===== src/rtl/fetch_unit_if.sv =====
// Fetch-stage bundle: instROM address/data, instruction slot handshake to decode, branch redirect and halt status.
// master = fetch_unit side, slave = ROM/decoder/testbench side.
interface fetch_unit_if #(
  parameter int ADDR_W = 8,
  parameter int INST_W = 8
);
  logic              start_i;
  logic [ADDR_W-1:0] rom_addr_o;
  logic [INST_W-1:0] rom_data_i;
  logic [INST_W-1:0] inst_o;
  logic [ADDR_W-1:0] inst_pc_o;
  logic              inst_valid_o;
  logic              inst_ready_i;
  logic              branch_i;
  logic              branch_rel_i;
  logic [ADDR_W-1:0] branch_target_i;
  logic              halted_o;

  modport master (
    input  start_i, rom_data_i, inst_ready_i, branch_i, branch_rel_i, branch_target_i,
    output rom_addr_o, inst_o, inst_pc_o, inst_valid_o, halted_o
  );

  modport slave (
    output start_i, rom_data_i, inst_ready_i, branch_i, branch_rel_i, branch_target_i,
    input  rom_addr_o, inst_o, inst_pc_o, inst_valid_o, halted_o
  );
endinterface


===== src/rtl/fetch_unit.sv =====
// Fetch stage: PC drives instROM, one-slot registered output (1-cycle latency) held while decoder stalls.
// Optional halt-opcode detection is enabled by defining FETCH_HALT_DETECT_EN.
module fetch_unit #(
  parameter int                ADDR_W      = 8,
  parameter int                INST_W      = 8,
  parameter logic [ADDR_W-1:0] RESET_PC    = '0,
  parameter logic [INST_W-1:0] HALT_OPCODE = '1
) (
  input  logic         clk_i,
  input  logic         reset_i,
  fetch_unit_if.master bus
);

`ifdef FETCH_HALT_DETECT_EN
  localparam bit HALT_EN = 1'b1;
`else
  localparam bit HALT_EN = 1'b0;
`endif

  typedef enum logic [1:0] {
    S_IDLE  = 2'd0,
    S_FETCH = 2'd1,
    S_HALT  = 2'd2
  } state_t;

  state_t            r_state, w_state_nxt;
  logic [ADDR_W-1:0] r_pc, w_pc_nxt;
  logic [INST_W-1:0] r_inst, w_inst_nxt;
  logic [ADDR_W-1:0] r_inst_pc, w_inst_pc_nxt;
  logic              r_valid, w_valid_nxt;

  logic              w_load;
  logic              w_halt;
  logic [ADDR_W-1:0] w_target;

  assign w_load   = (r_state == S_FETCH) && (!r_valid || bus.inst_ready_i) && !bus.branch_i;
  assign w_halt   = HALT_EN && w_load && (bus.rom_data_i == HALT_OPCODE);
  // Relative offset is two's complement, so a plain modular add gives the signed result.
  assign w_target = bus.branch_rel_i ? ADDR_W'(r_inst_pc + bus.branch_target_i)
                                     : bus.branch_target_i;

  always_ff @(posedge clk_i or posedge reset_i) begin
    if (reset_i) begin
      r_state <= S_IDLE;
    end else begin
      r_state <= w_state_nxt;
    end
  end

  always_comb begin
    w_state_nxt   = r_state;
    w_pc_nxt      = r_pc;
    w_inst_nxt    = r_inst;
    w_inst_pc_nxt = r_inst_pc;
    w_valid_nxt   = r_valid;

    if (r_valid && bus.inst_ready_i) begin
      w_valid_nxt = 1'b0;
    end

    case (r_state)
      S_IDLE: begin
        if (bus.start_i) begin
          w_state_nxt = S_FETCH;
        end
      end
      S_FETCH: begin
        if (bus.branch_i) begin
          w_valid_nxt = 1'b0;
          w_pc_nxt    = w_target;
        end else if (w_load) begin
          w_inst_nxt    = bus.rom_data_i;
          w_inst_pc_nxt = r_pc;
          w_valid_nxt   = 1'b1;
          if (w_halt) begin
            w_state_nxt = S_HALT;
          end else begin
            w_pc_nxt = ADDR_W'(r_pc + ADDR_W'(1));
          end
        end
      end
      S_HALT: begin
        if (bus.start_i) begin
          w_pc_nxt    = RESET_PC;
          w_state_nxt = S_FETCH;
        end
      end
      default: begin
        w_state_nxt = S_IDLE;
      end
    endcase
  end

  always_ff @(posedge clk_i or posedge reset_i) begin
    if (reset_i) begin
      r_pc      <= RESET_PC;
      r_inst    <= '0;
      r_inst_pc <= '0;
      r_valid   <= 1'b0;
    end else begin
      r_pc      <= w_pc_nxt;
      r_inst    <= w_inst_nxt;
      r_inst_pc <= w_inst_pc_nxt;
      r_valid   <= w_valid_nxt;
    end
  end

  assign bus.rom_addr_o   = r_pc;
  assign bus.inst_o       = r_inst;
  assign bus.inst_pc_o    = r_inst_pc;
  assign bus.inst_valid_o = r_valid;

`ifdef FETCH_HALT_DETECT_EN
  assign bus.halted_o = (r_state == S_HALT);
`else
  assign bus.halted_o = 1'b0;
`endif

endmodule

===== src/flat_wrapper.sv =====
// flat-port wrapper written by rule: the top's interface ports become plain ports
module fetch_unit_flat 
#(
  parameter int                ADDR_W      = 8,
  parameter int                INST_W      = 8,
  parameter logic [ADDR_W-1:0] RESET_PC    = '0,
  parameter logic [INST_W-1:0] HALT_OPCODE = '1
)
  (clk_i, reset_i, bus_start_i, bus_rom_data_i, bus_inst_ready_i, bus_branch_i, bus_branch_rel_i, bus_branch_target_i, bus_rom_addr_o, bus_inst_o, bus_inst_pc_o, bus_inst_valid_o, bus_halted_o);
  fetch_unit_if #(.ADDR_W(ADDR_W), .INST_W(INST_W)) bus_i ();
  input  logic clk_i;
  input  logic reset_i;
  input wire logic [$bits(bus_i.start_i)-1:0] bus_start_i;
  input wire logic [$bits(bus_i.rom_data_i)-1:0] bus_rom_data_i;
  input wire logic [$bits(bus_i.inst_ready_i)-1:0] bus_inst_ready_i;
  input wire logic [$bits(bus_i.branch_i)-1:0] bus_branch_i;
  input wire logic [$bits(bus_i.branch_rel_i)-1:0] bus_branch_rel_i;
  input wire logic [$bits(bus_i.branch_target_i)-1:0] bus_branch_target_i;
  output wire logic [$bits(bus_i.rom_addr_o)-1:0] bus_rom_addr_o;
  output wire logic [$bits(bus_i.inst_o)-1:0] bus_inst_o;
  output wire logic [$bits(bus_i.inst_pc_o)-1:0] bus_inst_pc_o;
  output wire logic [$bits(bus_i.inst_valid_o)-1:0] bus_inst_valid_o;
  output wire logic [$bits(bus_i.halted_o)-1:0] bus_halted_o;
  assign bus_i.start_i = bus_start_i;
  assign bus_i.rom_data_i = bus_rom_data_i;
  assign bus_i.inst_ready_i = bus_inst_ready_i;
  assign bus_i.branch_i = bus_branch_i;
  assign bus_i.branch_rel_i = bus_branch_rel_i;
  assign bus_i.branch_target_i = bus_branch_target_i;
  assign bus_rom_addr_o = bus_i.rom_addr_o;
  assign bus_inst_o = bus_i.inst_o;
  assign bus_inst_pc_o = bus_i.inst_pc_o;
  assign bus_inst_valid_o = bus_i.inst_valid_o;
  assign bus_halted_o = bus_i.halted_o;
  fetch_unit #(.ADDR_W(ADDR_W), .INST_W(INST_W), .RESET_PC(RESET_PC), .HALT_OPCODE(HALT_OPCODE)) u_core (.clk_i(clk_i), .reset_i(reset_i), .bus(bus_i));
endmodule

===== config.mk =====
export PLATFORM = sky130hd
export DESIGN_NAME = fetch_unit_flat
export DESIGN_NICKNAME = d
export VERILOG_FILES = /design/src/rtl/fetch_unit_if.sv /design/src/rtl/fetch_unit.sv /design/src/flat_wrapper.sv
export SDC_FILE = /design/constraint.sdc
export NUM_CORES = 1
export LEC_CHECK = 0
export BUFFER_PORTS_ARGS = -buffer_cell sky130_fd_sc_hd__buf_4
export CAP_MARGIN = 10
export CORE_ASPECT_RATIO = 0.7
export CORE_MARGIN = 5
export CORE_UTILIZATION = 45
export CTS_CLUSTER_DIAMETER = 120
export DETAILED_ROUTE_END_ITERATION = 10
export PLACE_DENSITY = 0.68
export SYNTH_ARGS = -nofsm -noshare
export SYNTH_HDL_FRONTEND = slang
export SYNTH_SLANG_ARGS = --single-unit

===== constraint.sdc =====
create_clock -name clk_i -period 6 [get_ports clk_i]
set_clock_uncertainty 0.15 [all_clocks]
set_input_delay 0.3 -clock clk_i [delete_from_list [all_inputs] [get_ports clk_i]]
set_output_delay 0.3 -clock clk_i [all_outputs]
set_load 0.1 [all_outputs]

== Word level (Yosys, flattened, before mapping) ==
Cells that the tools add are included.

* Register bits after elaboration: 27

* Mux-type cells: 11
* Eq/ne operators: 5
* Add/sub/neg operators: 2
* Reductions and logical operators: 12
* Bitwise gates (word level): 2

{| class="wikitable"
|+ Operator list
! operator !! count
|-
| 8-bit 2-to-1 mux || 4
|-
| 8-bit case mux with 2 select lines || 1
|-
| 8-bit by 1-bit adder with 8-bit output, second input constant || 1
|-
| 8-bit adder || 1
|-
| 3-bit AND reduction || 2
|-
| 1-bit 2-to-1 mux || 4
|-
| 2-bit case mux with 2 select lines || 1
|-
| 1-bit logical AND || 3
|-
| 3-bit by 2-bit inequality test with 1-bit output, second input constant || 1
|-
| 2-bit by 1-bit equality test with 1-bit output, second input constant || 1
|-
| 2-bit equality test, second input constant || 1
|-
| 1-bit zero test || 2
|-
| 2-bit zero test || 1
|-
| 2-bit 2-to-1 mux || 1
|-
| 2-bit by 1-bit inequality test with 1-bit output, second input constant || 1
|-
| 2-bit inequality test, second input constant || 1
|-
| 1-bit inverter || 2
|-
| 2-bit AND reduction || 1
|-
| 2-bit nonzero test || 1
|-
| 2-bit OR reduction || 1
|-
| 1-bit logical OR || 1
|}

== Depth between registers and ports, before layout ==
Gate-level depths: netlist of run 1.

* Word-level depth: 7
* Gate-level depth with buffers: 8
* Depth with buffers taken out: 8

== Least setup slack after synthesis of run 1 ==
OpenSTA, ideal clock, no wires.

* Kind: reg2reg
* Start: register u_core.r_inst_pc[0] (netlist: u_core.bus.inst_pc_o[0])
* End: register u_core.r_pc[6] (netlist: u_core.bus.rom_addr_o[6])
* Library setup time: 0.124 ns
* Stages on the path, launching flop included: 8
* Setup slack: 3.412 ns
* Arrival: 2.314 ns
* Required time: 5.726 ns
* Path through: dfrtp_1 -> ha_1 -> inv_1 -> fa_1 -> nor2b_4 -> o31a_1 -> o41ai_1 -> a211o_1

* Cells in the longest elaborated chain, start to end: 4

{| class="wikitable"
|+ RTL lines
! what !! line !! RTL
|-
| start, declared || fetch_unit.sv:29 || <nowiki>logic [ADDR_W-1:0] r_inst_pc, w_inst_pc_nxt;</nowiki>
|-
| start signal, assigned || fetch_unit.sv:103 || <nowiki>r_inst_pc <= w_inst_pc_nxt;</nowiki>
|-
| 8-bit adder || fetch_unit.sv:39 || <nowiki>assign w_target = bus.branch_rel_i ? ADDR_W'(r_inst_pc + bus.branch_target_i)</nowiki>
|-
| 8-bit 2-to-1 mux || fetch_unit.sv:39 ||
|-
| 8-bit 2-to-1 mux || fetch_unit.sv:68 || <nowiki>if (bus.branch_i) begin</nowiki>
|-
| 8-bit case mux with 2 select lines || fetch_unit.sv:61 || <nowiki>case (r_state)</nowiki>
|-
| end signal, assigned || fetch_unit.sv:101 || <nowiki>r_pc <= w_pc_nxt;</nowiki>
|-
| end, declared || fetch_unit.sv:27 || <nowiki>logic [ADDR_W-1:0] r_pc, w_pc_nxt;</nowiki>
|}

Every way passes these cells.
A chain may end at the register's enable or synchronous reset.

== Worst setup path in the final report of run 1 ==
* Start: register u_core.r_state[0]
* End: register u_core.r_pc[3] (netlist: u_core.bus.rom_addr_o[3])

* Cells in the longest elaborated chain, start to end: 5
* Elaborated cells on any way between the ends: 9

{| class="wikitable"
|+ RTL lines
! what !! line !! RTL
|-
| start, declared || fetch_unit.sv:26 || <nowiki>state_t r_state, w_state_nxt;</nowiki>
|-
| start signal, assigned || fetch_unit.sv:46 || <nowiki>r_state <= w_state_nxt;</nowiki>
|-
| 2-bit by 1-bit equality test with 1-bit output || fetch_unit.sv:36, fetch_unit.sv:61 ||
|-
| 1-bit logical AND (2 in series) || fetch_unit.sv:36 || <nowiki>assign w_load = (r_state == S_FETCH) && (!r_valid || bus.inst_ready_i) && !bus.branch_i;</nowiki>
|-
| 3-bit by 2-bit inequality test with 1-bit output (no line) || -- ||
|-
| 3-bit AND reduction (no line) || -- ||
|}

Parallel ways exist; a longest one is shown, timed or not.

==> results.ini, run 1 <==
[yosys]
synthesis.area_mm2 = 0.001583
synth_top_family_by_area = compound AO/OA/AOI/OAI gates
synth-compound-area-share_pct = 18.18
synth-edff-count = 0
syn_inst = 155
synth_nets = 186
syn_avg_cell_area_um2 = 10.21
yosysMostFrequentCell = dfrtp_1
ys_ff_latch = 26
synth_cell_types = 43
synth_fa_ha_area_share_pct = 7.589
synthSimpleGateAreaFrac_pct = 12.25
synthXorXnorAreaFrac_pct = 2.213
yosysWarnings = 0
ys.flop_type = dfrtp_1
synthMuxAreaShare_pct = 13.91
yosys.area.top_type = dfrtp_1
yosys-top-cells-area = dfrtp_1 41%, mux2_2 11%, ha_1 6.3%, a21oi_1 3.8%, a31oi_1 3.2%
yosys.area.top_type_share_pct = 41.11
ys_seq_area_share_pct = 41.11
async_flop_share_pct = 100.0
yosys-top-cells-count = 26 x dfrtp_1, 16 x mux2_2, 12 x a21oi_1, 11 x nor2_1, 10 x o21ai_0

[hold_path]
holdPathStages = 2
hold_class = input port to register

[place]
dpl.hpwl_mm = 2.815
gp_congestion = 0.8458
io_buffers = 46

[clocking]
clock_tree.root_cell = clkbuf_8
cts-buffers-inserted = 3
cts_max_level = 1
clock_sinks = 26
clk_pin_slew_worst_paths_ns = 0.09
cts_tree = done
clk_path_buf_depth = 2
insertion_delay_ns = 0.28
cts_resized = 0
cts_setup_buffers = 0
holdBufCountCts = 0

[timing]
grt_setup_unrepaired = no
period_share_pct = 34.38
setup_viol = 0
slew_viol_final = 0
worst_pin_slew_ns = 0.9827
setup_tns_ns = 0
hold_violations = 0
slew_headroom_pct = 34.41
post-route-min-period_ns = 2.063
fmax_mhz = 484.8

[floorplan]
die_h_um = 59.62
dieArea_mm2 = 0.004822
die_w_um = 80.89
pin_count = 48
initial_core_util_pct = 45.93
fp-row-count = 18
core_area_mm2 = 0.003446

[drt]
vias_per_cell = 5.433
routed_wirelength_mm = 3.696
drt_iter0_drc = 61
vias = 1342
ant_nets = 0
wire_per_inst_um = 14.96
drc = 0
first_pass_iters = 4

[worst_setup_path]
crit_slowest_cell = and3b_1
path_buf_inv = 0
cp_top_family = simple AND/OR/NAND/NOR gates
start_kind = register
reg2regPathDepth = 4
worstPathMaxFanout = 20
cpPeakStageDelay_ns = 0.79
path_cells = and3b_1, nand4_1, a21oi_1, a31oi_1
worstSetupPathType = register to register
arrival_ns = 2.06
setup.worst_path.end_class = register
crit_required_ns = 6.00
path_depth = 4

[run]
maxCapViolations = 0

[grt]
grt_max_degree = 27
grt_pass1_wl_mm = 6.196
antenna_found_initial = 0
track_usage_pct = 16.58
grt-ovfl-total = 0
grt_pass1_vias = 1291

[final_layout]
final_nets = 229
syn2layout_area_growth_pct = 27.19
drive_above_1_share_pct = 35.53
num_antenna_cells = 0

[run_status]
status = completed

==> per-layer routing <==
metal / track usage (%) / vias up / wire, um
met5: 0 / - / 0
met4: 4.819 / 0 / 39
met3: 4.711 / 6 / 292
met2: 26.08 / 53 / 1646
met1: 22.34 / 632 / 1718
li1: - / 651 / -
==> path summary, 6_finish.rpt <==
path	from	end	slack, ns
worst max-delay path	u_core.r_state[0]$_DFFE_PP0P_	u_core.bus.rom_addr_o[3]$_DFFE_PP0P_	3.94
worst min-delay path	bus_start_i	u_core.r_state[0]$_DFFE_PP0P_	0.05
worst max register to register	u_core.r_state[0]$_DFFE_PP0P_	u_core.bus.rom_addr_o[3]$_DFFE_PP0P_	3.94
worst min register to register	u_core.bus.inst_o[2]$_DFFE_PP0P_	u_core.bus.inst_o[2]$_DFFE_PP0P_	0.36
max in group asynchronous	reset_i	u_core.bus.inst_o[7]$_DFFE_PP0P_	4.99
min in group asynchronous	reset_i	u_core.bus.rom_addr_o[4]$_DFFE_PP0P_	0.10
==> logic make-up (layout without fill, tap and decap cells) <==
family,count (synthesis),after routing
multiplexers,20,20
AO/OA/AOI/OAI,46,46
XOR/XNOR,4,4
other,1,1
buffers and inverters,14,56
AND/OR/NAND/NOR,35,35
flip-flops,26,26
adder cells (fa/ha/maj),9,9
==> layout make-up <==
type / instances / area, um^2
Inverter: 6 / 22.52
Fill cell: 312 / 1433
Clock buffer: 3 / 41.29
Clock inverter: 1 / 30.03
Timing Repair Buffer: 46 / 345.3
Multi-Input combinational cell: 115 / 860.8
Tap cell: 50 / 62.56
Sequential cell: 26 / 650.6
==> sequential cells by signal, indices dropped and copies added, names as in the netlist <==
register,count
u_core.bus.inst_o,8
u_core.bus.inst_valid_o,1
u_core.r_state,1
u_core.bus.rom_addr_o,8
u_core.bus.inst_pc_o,8
==> worst reg2reg max path: cells and delay by family (launching register included) <==
family / cells / cell delay, ns
simple gates: 2 / 0.98
compound gates: 2 / 0.25
flops: 1 / 0.55
==> through the flow <==
step | hold slack [ns] | cells | utilization, % | instance area, um^2 | setup slack (ns)
3_5_place_dp | 0.3447 | 243 | 56.35 | 1942 | 3.953
6_report | 0.05449 | 247 | 58.42 | 2013 | 3.937
5_1_grt | 0.04923 | 247 | 58.42 | 2013 | 3.798
4_1_cts | 0.04940 | 247 | 58.42 | 2013 | 3.940
2_1_floorplan | 0.1900 | 155 | - | 1583 | 3.412
3_3_place_gp | 0.3405 | 243 | 56.35 | 1942 | 3.990
==> cell usage in the layout, fill, tap and decap left out, types with 2 or more instances in the layout <==
master,synthesis,layout
nand3_1,2,2
xor2_1,2,2
a21o_1,2,2
xnor2_1,2,2
clkbuf_8,0,3
buf_4,1,46
o41ai_1,2,2
dfrtp_1,26,26
a211oi_1,2,2
mux2i_1,4,4
o21ai_0,10,10
a31oi_1,8,8
inv_1,6,6
a21oi_1,12,12
o21a_1,2,2
mux2_2,16,16
ha_1,8,8
nor3_1,2,2
and3_1,2,2
nand2_1,7,7
and4_1,2,2
nor2_1,11,11
Power of run 1 is not shown: default switching activity piles up to over one toggle a cycle in this logic, so the estimate is an artifact.
==> run 2, diff against run 1 <==
clock period = 2 ns   (was 6 ns; I/O delays follow)
==> run 2 against run 1 <==
The flow now finishes with violations (setup timing). First-iteration DRC count rose by 59%. Clock-buffer cell count increased by 1. Wire length rose by 11%. Via count up 6.1%. Fmax is 0.35% higher. Sequential share of layout area is 1.8 points lower. Non-clock buffer count increased by 19. Global-route usage grew 2.0 points. Cell area is 10% higher. Utilization is 5.8 points higher. Final cell count increased by 7.7%. Critical path depth up 4. Highest routed layer unchanged.
==> results.ini, run 2 (synthesis results as in run 1) <==
[drt]
wire_per_inst_um = 15.48  ; was 14.96 um
vias = 1424  ; was 1342
drc = 0  ; unchanged
first_pass_iters = 4  ; unchanged
vias_per_cell = 5.353  ; was 5.433
drt_iter0_drc = 97  ; was 61
ant_nets = 0  ; unchanged
routed_wirelength_mm = 4.119  ; was 3.696 mm

[grt]
grt.busiest_layer = met2  ; unchanged
grt_pass1_vias = 1441  ; was 1291
grt_max_degree = 22  ; was 27
antenna_found_initial = 0  ; unchanged
grt-ovfl-total = 0  ; unchanged
grt_pass1_wl_mm = 6.934  ; was 6.196 mm
use_met2_pct = 32.16  ; was 26.08%
track_usage_pct = 18.55  ; was 16.58%
grt_use_met1_pct = 24.17  ; was 22.34%
grt.met3_usage_pct = 4.559  ; was 4.711%

[floorplan]
dieArea_mm2 = 0.004822  ; unchanged
core_area_mm2 = 0.003446  ; unchanged
die_h_um = 59.62  ; unchanged
initial_core_util_pct = 45.93  ; unchanged
die_w_um = 80.89  ; unchanged
pin_count = 48  ; unchanged
fp-row-count = 18  ; unchanged

[final_layout]
syn2layout_area_growth_pct = 39.92  ; was 27.19%
mostFrequentLayoutCells = 54 x buf_4, 16 x dfrtp_1, 15 x mux2_2  ; was 46 x buf_4, 26 x dfrtp_1, 16 x mux2_2
fillers = 313  ; was 312
fin_area_mm2 = 0.002215  ; was 0.002013 mm^2
final_util_pct = 64.27  ; was 58.42%
final_common_cell = buf_4  ; unchanged
final_nets = 248  ; was 229
drive_above_1_share_pct = 42.59  ; was 35.53%
num_antenna_cells = 0  ; unchanged

[place]
io_buffers = 46  ; unchanged
dpl.hpwl_mm = 3.102  ; was 2.815 mm
gp_congestion = 0.8552  ; was 0.8458
placedInstanceArea_mm2 = 0.002049  ; was 0.001942 mm^2
place_ws_ns = -0.05187  ; was 3.953 ns

[timing]
slew_headroom_pct = 67.09  ; was 34.41%
fmax_mhz = 486.5  ; was 484.8 MHz
hold_violations = 0  ; unchanged
setup_viol = 1  ; was 0
worst_slack_ns = -0.05536  ; was 3.937 ns
setup_tns_ns = -0.05536  ; was 0 ns
slew_viol_final = 0  ; unchanged
period_share_pct = 102.8  ; was 34.38%
post-route-min-period_ns = 2.055  ; was 2.063 ns
grt_setup_unrepaired = yes  ; was no
worst_pin_slew_ns = 0.4903  ; was 0.9827 ns

[power_and_ir_drop]
vdd_drop_max_uv = 978.2
p_leak_nw = 1.004
powerDensity_mw_per_mm2 = 1661

[clocking]
cts-buffers-inserted = 3  ; unchanged
clk_path_buf_depth = 2  ; unchanged
clock_sinks = 26  ; unchanged
cts_tree = done  ; unchanged
insertion_delay_ns = 0.28  ; about the same
clk_pin_slew_worst_paths_ns = 0.09  ; about the same
clock_tree.root_cell = clkbuf_8  ; unchanged
cts_max_level = 1  ; unchanged

[run]
maxCapViolations = 0  ; unchanged

[worst_setup_path]
path_cells = ha_4, inv_2, fa_2, nor2b_4, o31a_1, o211ai_2, o41ai_1, a211o_1  ; was and3b_1, nand4_1, a21oi_1, a31oi_1
start_kind = register  ; unchanged
cpPeakStageDelay_ns = 0.50  ; was 0.79 ns
worstPathMaxFanout = 3  ; was 20
crit_end = u_core.bus.rom_addr_o[6]$_DFFE_PP0P_  ; was u_core.bus.rom_addr_o[3]$_DFFE_PP0P_
startpoint = u_core.bus.inst_pc_o[0]$_DFFE_PP0P_  ; was u_core.r_state[0]$_DFFE_PP0P_
crit_slowest_cell = dfrtp_4  ; was and3b_1
setup.worst_path.end_class = register  ; unchanged
worstSetupPathType = register to register  ; unchanged
reg2reg_to = u_core.bus.rom_addr_o[6]$_DFFE_PP0P_  ; was u_core.bus.rom_addr_o[3]$_DFFE_PP0P_
regToRegStartpoint = u_core.bus.inst_pc_o[0]$_DFFE_PP0P_  ; was u_core.r_state[0]$_DFFE_PP0P_
arrival_ns = 2.08  ; was 2.06 ns
reg2reg_setup_slack_ns = -0.06  ; was 3.94 ns
reg2regPathDepth = 8  ; was 4
crit_required_ns = 2.02  ; was 6.00 ns

[run_status]
status = finished with violations  ; was completed
violations = setup timing

[hold_path]
hold_class = input port to register  ; unchanged

[run 2: cell types whose count changed in the layout (fill, tap and decap cells not counted), sizes merged]
cell         before  now
dlygate4sd3       0   11
buf              46   54
bufinv            1    0
clkbuf            3    4
[run 2: repair_timing]
| action | CTS | global route |
|---|---|---|
| buffers inserted | 0 | 0 |
| hold endpoints to repair | 36 | 0 |
| setup endpoints to repair | 2 | 2 |
| resized for setup | 0 | 1 |
| hold buffers | 11 | 0 |
[run 2: how the worst min path moves through the flow]
stage,startpoint,to,slack [ns],cells after the start
after floorplan,reset_i,u_core.bus.inst_o[0]$_DFFE_PP0P_,-0.01,1
after global placement,reset_i,u_core.r_state[0]$_DFFE_PP0P_,-0.03,3
after detailed placement,reset_i,u_core.bus.inst_o[4]$_DFFE_PP0P_,-0.02,3
after CTS,bus_branch_target_i[0],u_core.bus.rom_addr_o[0]$_DFFE_PP0P_,0.009,3
after global routing,bus_branch_target_i[7],u_core.bus.rom_addr_o[7]$_DFFE_PP0P_,0.04,4
final,bus_branch_target_i[0],u_core.bus.rom_addr_o[0]$_DFFE_PP0P_,0.006,3
[run 2: layout make-up]
type,count,area (um^2),share of cell area [%]
clock buffer,4,55.05,2.486
inverter,6,22.52,1.017
multi-input combinational,115,883.3,39.89
sequential,26,675.6,30.51
tap,50,62.56,2.825
timing repair buffer,65,515.5,23.28
[run 2: where the power goes]
group	leakage [nW]	switching [W]	internal (W)
Combinational	0.684	0.00172	0.000676
Clock	0.0288	0.000169	0.000176
Sequential	0.291	0.000213	0.000722
Total	1.00	0.00210	0.00157
[run 2: critical path, delay by kind of cell (launching register included)]
| kind | cells | cell delay, ns |
|---|---|---|
| fa+ha+maj | 2 | 0.40 |
| buf+inv | 1 | 0.05 |
| compound gates | 4 | 0.82 |
| flops | 1 | 0.50 |
| simple gates | 1 | 0.05 |
[run 2: stage by stage]
step | std cells | total power (W) | hold WS [ns]
5_1_grt | 266 | 0.003867 | 0.03997
4_1_cts | 266 | 0.003691 | 0.009378
6_report | 266 | 0.003678 | 0.005888
3_5_place_dp | 251 | 0.003319 | -0.01842
3_3_place_gp | 251 | 0.003275 | -0.02508
2_1_floorplan | 155 | 0.002774 | -0.01023
[run 2: metal layers]
| layer | vias up | share of wire [%] |
|---|---|---|
| met1 | 684 | 47 |
| met4 | 0 | 0.66 |
| met3 | 4 | 6.0 |
| met2 | 43 | 47 |
| met5 | - | 0 |
| li1 | 693 | - |
No activity file was read; power rests on OpenSTA's default activity.
==> run 3, diff against run 2 <==
MAX_ROUTING_LAYER = met4   (was default)
==> run 3 against run 2 <==
The flow still finishes with violations (setup timing). Combinational power is essentially flat. Critical path type unchanged. Flip-flop and latch count is the same. Die area is the same. Fmax shrank 0.37%. Wire length grew 0.19%. Clock power is essentially flat. Highest routed layer unchanged. Global-route usage grew 0.53 points. Setup slack lost 0.0076 ns. Power is essentially flat.
==> results.ini, run 3 (synthesis results as in run 1) <==
[place]
gp_congestion = 0.8689  ; was 0.8552
dpl.hpwl_mm = 3.102  ; unchanged
io_buffers = 46  ; unchanged
place_ws_ns = -0.05187  ; unchanged
placedInstanceArea_mm2 = 0.002049  ; unchanged

[grt]
grt_pass1_wl_mm = 6.927  ; was 6.934 mm
grt_pass1_vias = 1441  ; unchanged
antenna_found_initial = 0  ; unchanged
grt-ovfl-total = 0  ; unchanged
grt_max_degree = 22  ; unchanged
track_usage_pct = 19.07  ; was 18.55%

[clocking]
clock_tree.root_cell = clkbuf_8  ; unchanged
cts-buffers-inserted = 3  ; unchanged
clock_sinks = 26  ; unchanged
cts_max_level = 1  ; unchanged
clk_path_buf_depth = 2  ; unchanged
cts_tree = done  ; unchanged
insertion_delay_ns = 0.28  ; about the same
clk_pin_slew_worst_paths_ns = 0.10  ; was 0.09 ns

[hold_path]
holdPathStages = 3  ; unchanged
min_from = bus_branch_target_i[0]  ; unchanged
worstHoldEndpoint = u_core.bus.rom_addr_o[0]$_DFFE_PP0P_  ; unchanged
hold_class = input port to register  ; unchanged

[worst_setup_path]
reg2reg_to = u_core.bus.rom_addr_o[6]$_DFFE_PP0P_  ; unchanged
path_buf_inv = 1  ; unchanged
crit_slowest_cell = dfrtp_4  ; unchanged
cpPeakStageDelay_ns = 0.50  ; about the same
regToRegStartpoint = u_core.bus.inst_pc_o[0]$_DFFE_PP0P_  ; unchanged
start_kind = register  ; unchanged
worstSetupPathType = register to register  ; unchanged
worstPathMaxFanout = 3  ; unchanged
crit_required_ns = 2.02  ; about the same
arrival_ns = 2.09  ; was 2.08 ns
cp_top_family = compound AO/OA/AOI/OAI gates  ; unchanged
path_cells = ha_4, inv_2, fa_2, nor2b_4, o31a_1, o211ai_2, o41ai_1, a211o_1  ; unchanged
setup.worst_path.end_class = register  ; unchanged
reg2reg_setup_slack_ns = -0.06  ; about the same
reg2regPathDepth = 8  ; unchanged

[power_and_ir_drop]
p_leak_nw = 1.004  ; unchanged
fin_total_pwr_w = 0.003677  ; was 0.003678 W
vdd_drop_max_uv = 977.8  ; was 978.2 uV
seqPwrFrac_pct = 25.4  ; about the same
clkPwrFrac_pct = 9.4  ; about the same
power_switching_w = 0.002103  ; was 0.002104 W
p_int_w = 0.001574  ; about the same
powerDensity_mw_per_mm2 = 1660  ; was 1661 mW/mm^2
comb_power_share_pct = 65.2  ; about the same
switching_share_pct = 57.19  ; was 57.20%

[floorplan]
pin_count = 48  ; unchanged
die_w_um = 80.89  ; unchanged
core_area_mm2 = 0.003446  ; unchanged
die_h_um = 59.62  ; unchanged
fp-row-count = 18  ; unchanged
dieArea_mm2 = 0.004822  ; unchanged
initial_core_util_pct = 45.93  ; unchanged

[timing]
post-route-min-period_ns = 2.063  ; was 2.055 ns
period_share_pct = 103.1  ; was 102.8%
slew_viol_final = 0  ; unchanged
hold_violations = 0  ; unchanged
worst_pin_slew_ns = 0.5130  ; was 0.4903 ns
holdWs_ns = 0.005856  ; was 0.005888 ns
slew_headroom_pct = 65.57  ; was 67.09%
fmax_mhz = 484.7  ; was 486.5 MHz
grt_setup_unrepaired = yes  ; unchanged
worst_slack_ns = -0.06294  ; was -0.05536 ns
setup_viol = 1  ; unchanged

[run]
maxCapViolations = 0  ; unchanged

[run_status]
violations = setup timing  ; unchanged
status = finished with violations  ; unchanged

[drt]
wire_per_inst_um = 15.52  ; was 15.48 um
drc = 0  ; unchanged
highest_layer = met4  ; unchanged
vias = 1431  ; was 1424
first_pass_iters = 4  ; unchanged
routed_wirelength_mm = 4.127  ; was 4.119 mm
wl_met3_um = 237  ; was 248 um
vias_per_cell = 5.380  ; was 5.353
met1_length_mm = 1.934  ; was 1.919 mm
drt_iter0_drc = 60  ; was 97
ant_nets = 0  ; unchanged
routed-wl-met2_mm = 1.934  ; was 1.923 mm

[final_layout]
num_antenna_cells = 0  ; unchanged
final_nets = 248  ; unchanged
mostFrequentLayoutCells = 54 x buf_4, 16 x dfrtp_1, 15 x mux2_2  ; unchanged
fin_area_mm2 = 0.002215  ; unchanged
final_common_cell = buf_4  ; unchanged
final_util_pct = 64.27  ; unchanged
layout.area.seq_um2 = 675.6  ; unchanged
multi_input_area_um2 = 883.3  ; unchanged
drive_above_1_share_pct = 42.59  ; unchanged
fillers = 313  ; unchanged
syn2layout_area_growth_pct = 39.92  ; unchanged

-- run 3: worst min-delay path: cells and delay by family --
| family | cells | cell delay, ns |
|---|---|---|
| compound gates | 1 | 0.10 |
| simple gates | 1 | 0.09 |
| buf+inv | 1 | 0.10 |
-- run 3: area by class of cell --
cell class,count,area share [%]
repair buffers,65,23.28
multi-input cells,115,39.89
well taps,50,2.825
clock buffers,4,2.486
flip-flops and latches,26,30.51
inverters,6,1.017
-- run 3: worst max path at each step --
stage	start	endpoint	slack [ns]	depth (start not counted)
6_report	u_core.bus.inst_pc_o[0]$_DFFE_PP0P_	u_core.bus.rom_addr_o[6]$_DFFE_PP0P_	-0.06	8
5_1_grt	u_core.bus.inst_pc_o[0]$_DFFE_PP0P_	u_core.bus.rom_addr_o[6]$_DFFE_PP0P_	-0.13	8
4_1_cts	u_core.bus.inst_pc_o[0]$_DFFE_PP0P_	u_core.bus.rom_addr_o[6]$_DFFE_PP0P_	-0.06	8
3_5_place_dp	u_core.bus.inst_pc_o[0]$_DFFE_PP0P_	u_core.bus.rom_addr_o[6]$_DFFE_PP0P_	-0.05	8
3_3_place_gp	u_core.bus.inst_pc_o[0]$_DFFE_PP0P_	u_core.bus.rom_addr_o[6]$_DFFE_PP0P_	0.02	8
2_1_floorplan	u_core.bus.inst_pc_o[0]$_DFFE_PP0P_	u_core.bus.rom_addr_o[6]$_DFFE_PP0P_	-0.15	8
-- run 3: per-layer routing --
layer	up-vias	track usage [%]
li1	693	-
met1	686	24.36
met2	50	32.28
met3	2	3.951
met4	0	2.410
met5	-	-
-- run 3: timing repair --
item | in CTS | in global routing
resized for setup | 0 | 1
endpoints found under the setup margin | 2 | 2
hold buffers | 11 | 0
buffers inserted | 0 | 0
pin swaps | 0 | 0
endpoints found under the hold margin | 36 | 0
-- run 3: stage by stage --
step,instances,TNS [ns]
after global routing,266,-0.1835
final,266,-0.06294
after detailed placement,251,-0.05187
after CTS,266,-0.06922
after global placement,251,0
after floorplan,155,-0.1813
-- run 3: power by group through the flow --
stage	combinational, W	clock (W)	sequential [W]
floorplan	0.000709	0	0.00206
global placement	0.00235	0	0.000926
detailed placement	0.00238	0	0.000939
CTS	0.00241	0.000354	0.000930
global route	0.00253	0.000367	0.000965
finish	0.00240	0.000345	0.000934
